==> config.mk <==
export PLATFORM = sky130hd
export DESIGN_NAME = stream_comp_invoke
export DESIGN_NICKNAME = d
export VERILOG_FILES = /design/src/rtl/stream_comp_invoke.sv
export SDC_FILE = /design/constraint.sdc
export NUM_CORES = 1
export LEC_CHECK = 0
export CAP_MARGIN = 10
export CORE_MARGIN = 4
export CORE_UTILIZATION = 59
export DETAILED_ROUTE_END_ITERATION = 7
export MAX_ROUTING_LAYER = met4
export PLACE_DENSITY_LB_ADDON = 0.08
export SLEW_MARGIN = 20
export SYNTH_ARGS = -nofsm -noshare
export SYNTH_HDL_FRONTEND = slang
export SYNTH_SLANG_ARGS = --single-unit
==> constraint.sdc <==
create_clock -name clk -period 9.5 [get_ports clk]
set_input_delay 1.425 -clock clk [delete_from_list [all_inputs] [get_ports clk]]
set_output_delay 1.425 -clock clk [all_outputs]
set_load 0.005 [all_outputs]
==> src/rtl/stream_comp_invoke.sv <==
// Dataflow actor: SETUP_COMP pops `size` tokens into slots, COMP sums the slots,
// OUTPUT pushes the registered sum; each firing ends with a one-cycle FC pulse.
module stream_comp_invoke #(
  parameter int unsigned size  = 3,
  parameter int unsigned width = 16,
  localparam int unsigned lg     = (size == 1) ? 1 : $clog2(size),
  localparam int unsigned owidth = width + lg
) (
  input  logic              clk,
  input  logic              rst,
  input  logic              invoke,
  input  logic [1:0]        next_mode_in,
  input  logic [width-1:0]  data_in,
  output logic              rd_in_fifo,
  output logic              wr_out_fifo,
  output logic [owidth-1:0] data_out,
  output logic [1:0]        next_mode_out,
  output logic              FC
);

  localparam int unsigned cw = (size <= 1) ? 1 : $clog2(size);

  localparam logic [2:0] ST_IDLE    = 3'd0;
  localparam logic [2:0] ST_READ    = 3'd1;
  localparam logic [2:0] ST_CAPTURE = 3'd2;
  localparam logic [2:0] ST_COMP    = 3'd3;
  localparam logic [2:0] ST_WRITE   = 3'd4;
  localparam logic [2:0] ST_DONE    = 3'd5;

  localparam logic [1:0] MODE_SETUP  = 2'b00;
  localparam logic [1:0] MODE_COMP   = 2'b01;
  localparam logic [1:0] MODE_OUTPUT = 2'b10;

  logic [2:0]        state, state_nx;
  logic [cw-1:0]     rd_cnt, rd_cnt_nx;
  logic [cw-1:0]     cap_idx, cap_idx_nx;
  logic              cap_vld;
  logic [1:0]        pend_mode, pend_nx;
  logic [owidth-1:0] sum_q, sum_nx, sum_c;
  logic [owidth-1:0] dout_nx;
  logic              rd_nx, wr_nx, fc_nx;
  logic [1:0]        mode_nx;
  logic [width-1:0]  slot [size];

  // Zero-extended sum of all slots; owidth leaves room for the carries.
  always_comb begin
    sum_c = '0;
    for (int i = 0; i < int'(size); i++) begin
      sum_c = sum_c + owidth'(slot[i]);
    end
  end

  // Next-state and registered-output decode.
  always_comb begin
    state_nx   = state;
    rd_nx      = rd_in_fifo;
    wr_nx      = 1'b0;
    fc_nx      = 1'b0;
    mode_nx    = next_mode_out;
    pend_nx    = pend_mode;
    rd_cnt_nx  = rd_cnt;
    cap_idx_nx = cap_vld ? cap_idx + cw'(1) : cap_idx;
    sum_nx     = sum_q;
    dout_nx    = data_out;
    case (state)
      ST_IDLE: begin
        if (invoke) begin
          case (next_mode_in)
            MODE_SETUP: begin
              state_nx   = ST_READ;
              rd_nx      = 1'b1;
              rd_cnt_nx  = '0;
              cap_idx_nx = '0;
            end
            MODE_COMP:   state_nx = ST_COMP;
            MODE_OUTPUT: state_nx = ST_WRITE;
            default: begin
              state_nx = ST_DONE;
              pend_nx  = MODE_SETUP;
            end
          endcase
        end
      end
      ST_READ: begin
        rd_cnt_nx = rd_cnt + cw'(1);
        if (rd_cnt == cw'(size - 1)) begin
          rd_nx    = 1'b0;
          state_nx = ST_CAPTURE;
        end
      end
      // Last pop's data lands during this cycle.
      ST_CAPTURE: begin
        state_nx = ST_DONE;
        pend_nx  = MODE_COMP;
      end
      ST_COMP: begin
        sum_nx   = sum_c;
        fc_nx    = 1'b1;
        mode_nx  = MODE_OUTPUT;
        state_nx = ST_IDLE;
      end
      ST_WRITE: begin
        wr_nx    = 1'b1;
        dout_nx  = sum_q;
        pend_nx  = MODE_SETUP;
        state_nx = ST_DONE;
      end
      ST_DONE: begin
        fc_nx    = 1'b1;
        mode_nx  = pend_mode;
        state_nx = ST_IDLE;
      end
      default: begin
        rd_nx    = 1'b0;
        state_nx = ST_IDLE;
      end
    endcase
  end

  always_ff @(posedge clk or posedge rst) begin
    if (rst) begin
      state         <= ST_IDLE;
      rd_cnt        <= '0;
      cap_idx       <= '0;
      cap_vld       <= 1'b0;
      pend_mode     <= MODE_SETUP;
      sum_q         <= '0;
      rd_in_fifo    <= 1'b0;
      wr_out_fifo   <= 1'b0;
      FC            <= 1'b0;
      next_mode_out <= MODE_SETUP;
      data_out      <= '0;
      for (int i = 0; i < int'(size); i++) begin
        slot[i] <= '0;
      end
    end else begin
      state         <= state_nx;
      rd_cnt        <= rd_cnt_nx;
      cap_idx       <= cap_idx_nx;
      cap_vld       <= rd_in_fifo;
      pend_mode     <= pend_nx;
      sum_q         <= sum_nx;
      rd_in_fifo    <= rd_nx;
      wr_out_fifo   <= wr_nx;
      FC            <= fc_nx;
      next_mode_out <= mode_nx;
      data_out      <= dout_nx;
      // FIFO read data is valid the cycle after each pop.
      if (cap_vld) begin
        slot[cap_idx] <= data_in;
      end
    end
  end

endmodule

==> results.ini <==
[synth]
synthCells=406
ys_ff_latch=98
ys_warn_count=0
syn_area_sq_um=4940
yosysSeqAreaShare=0.496
synth_edf_count=0
avgSynthCellArea_sq_um=12.2
synth_cell_type_count=50
synth_top_flop_cell=dfrtp_1
synthArstFlopShare=1.00
synth_nets=463

[sta]
clock.fmax_ghz=0.357
setup_tns_ns=0
worstMarginPinSlew_ns=0.928
hold_viol=0
maxSlewHeadroom=0.380
period_needed_ns=2.80
rsz0062_at_grt=no
fin_skew_ns=0.0114
slew_violations=0
finalCritPeriodShare=0.295
setup_viol=0

[min_path]
hold_path_class=reg -> reg
holdPathStages=0
min_from=rd_in_fifo
min_to=cap_vld

[worst_setup_path]
cp-start-kind=flip-flop
reg2reg_from=slot[1]
crit_fanout=4
r2r_setup_slack_ns=6.70
crit_type=reg -> reg
required_ns=9.79
rr_worst_depth=9
r2r-end=sum_q[11]
worstPathArrival_ns=3.09
cp-end-kind=flip-flop

[cts]
cts.repair.resized=0
cts_setup_buffers=0
cts_buffer_depth=2
cts.reportedPaths.clkPinSlew_ns=0.10
cts_buffers=9
cts_tree=yes
clock-sinks=98
cts_root_buf=clkbuf_8
cts_htree_levels=3
hold_buffers=0
clkLatencyLatePin_ns=0.36

[placement]
io_buffers=43
routabilityCongestion=0.865
hpwl_um=6210

[cells_and_area]
antennaDiodeCount=0
syn_to_final_growth_pct=14.5
fin_nets=502
drive_above_1_share=0.204
final_cell_mix=dfrtp_1, mux2_2, clkdlybuf4s50_1, nand2_1, nor2_1
mostFrequentLayoutCell=dfrtp_1

[floorplanning]
row_count=33
chipHeight_um=99.5
die-area_sq_um=9900
ios=44
initial_core_util=0.604
core_sq_um=8180
fp.dieW_um=99.5

[detailed_routing]
drc=0
dr.pass1.iters=4
vias=3079
ant_nets=0
viasPerCell=5.55
wl_um=8600
wl_per_cell_um=15.5
drt_iter0_drc=96

[run_status]
status=completed

[flow_run]
maxCapViolations=0

[global_routing]
grt_pass1_vias=3146
grt_util_all_layers=0.197
antenna_found_initial=0
grt_pass1_wl_um=15100
overflow=0
grt_max_degree=76

==> area by class of cell <==
type | instances | area [sq um]
inverter | 12 | 46.3
tap | 105 | 131
clock buffer | 10 | 128
clock inverter | 6 | 90.1
multi-input combinational | 279 | 2360
sequential | 98 | 2450
timing repair buffer | 45 | 445
fill | 621 | 2520
==> registers in the layout, summed over array words and instances, names as in the netlist <==
register and cells:
FC 1, cap_idx 2, cap_vld 1, data_out 18, next_mode_out 2, pend_mode 1, rd_cnt 2, rd_in_fifo 1
slot 48, state 3, sum_q 18, wr_out_fifo 1
==> worst max-delay path by stage <==
stage | from | slack, ns | cells after the start | to
after floorplan | rst | 5.51 | 1 | FC
after global placement | rst | 6.47 | 3 | data_out[16]
after detailed placement | rst | 6.42 | 3 | data_out[15]
after CTS | slot[1] | 6.71 | 9 | sum_q[11]
after global routing | slot[1] | 6.49 | 9 | sum_q[11]
final | slot[1] | 6.70 | 9 | sum_q[11]
==> routing by layer <==
layer  part of all wire  vias up  GRT usage
li1                   -     1507          -
met1               0.49     1510      0.279
met2               0.46       54      0.294
met3              0.035        8     0.0288
met4              0.013        0     0.0651
met5                  0        -          -
==> cell families (layout without fill, tap and decap cells) <==
| logic type | count (synthesis) | in the layout | synth area share |
|---|---|---|---|
| compound gates | 71 | 71 | 0.0958 |
| xor+xnor | 13 | 13 | 0.0230 |
| fa+ha+maj | 36 | 36 | 0.117 |
| buf+inv | 29 | 73 | 0.0266 |
| flops | 98 | 98 | 0.496 |
| mux | 69 | 69 | 0.157 |
| simple gates | 90 | 90 | 0.0846 |
==> metrics by stage <==
step / std cells / instance area (sq um) / utilization / hold WS [ns] / setup WS (ns)
global placement: 539 / 5440 / 0.665 / 0.425 / 6.47
global route: 555 / 5650 / 0.692 / 0.466 / 6.49
detailed placement: 539 / 5440 / 0.665 / 0.410 / 6.42
CTS: 555 / 5650 / 0.692 / 0.446 / 6.71
floorplan: 406 / 4940 / - / 0.396 / 5.51
finish: 555 / 5650 / 0.692 / 0.442 / 6.70
==> synth_stat cells, types with 3 or more instances <==
library cell  instances  area (sq um)
nand2b_1              4          25.0
clkbuf_1              6          22.5
inv_1                12          45.0
o211ai_1              5          37.5
a211oi_1              5          37.5
buf_2                 8          40.0
xnor2_1               3          26.3
a21o_1                5          37.5
nor3_1                4          20.0
nand2_1              37           139
mux2_2               66           743
ha_1                 19           238
nand4_1               3          18.8
xor2_1               10          87.6
fa_1                 17           340
dfrtp_1              98          2450
a31oi_1               4          25.0
mux2i_1               3          30.0
nand3_1               4          20.0
nor2_1               23          86.3
o21ai_0              20           100
a21oi_1              14          70.1
==> worst max-delay path: stages, from the launching register on <==
cell and delay, ns:
dfrtp_1 0.41, fa_1 0.54, ha_1 0.20, inv_1 0.07
fa_1 0.39, nand2b_1 0.18, a21oi_1 0.29, o21ai_0 0.25
a211o_1 0.31, nand3_1 0.08
Power is not shown: default switching activity piles up to over one toggle a cycle in this logic, so the estimate is an artifact.
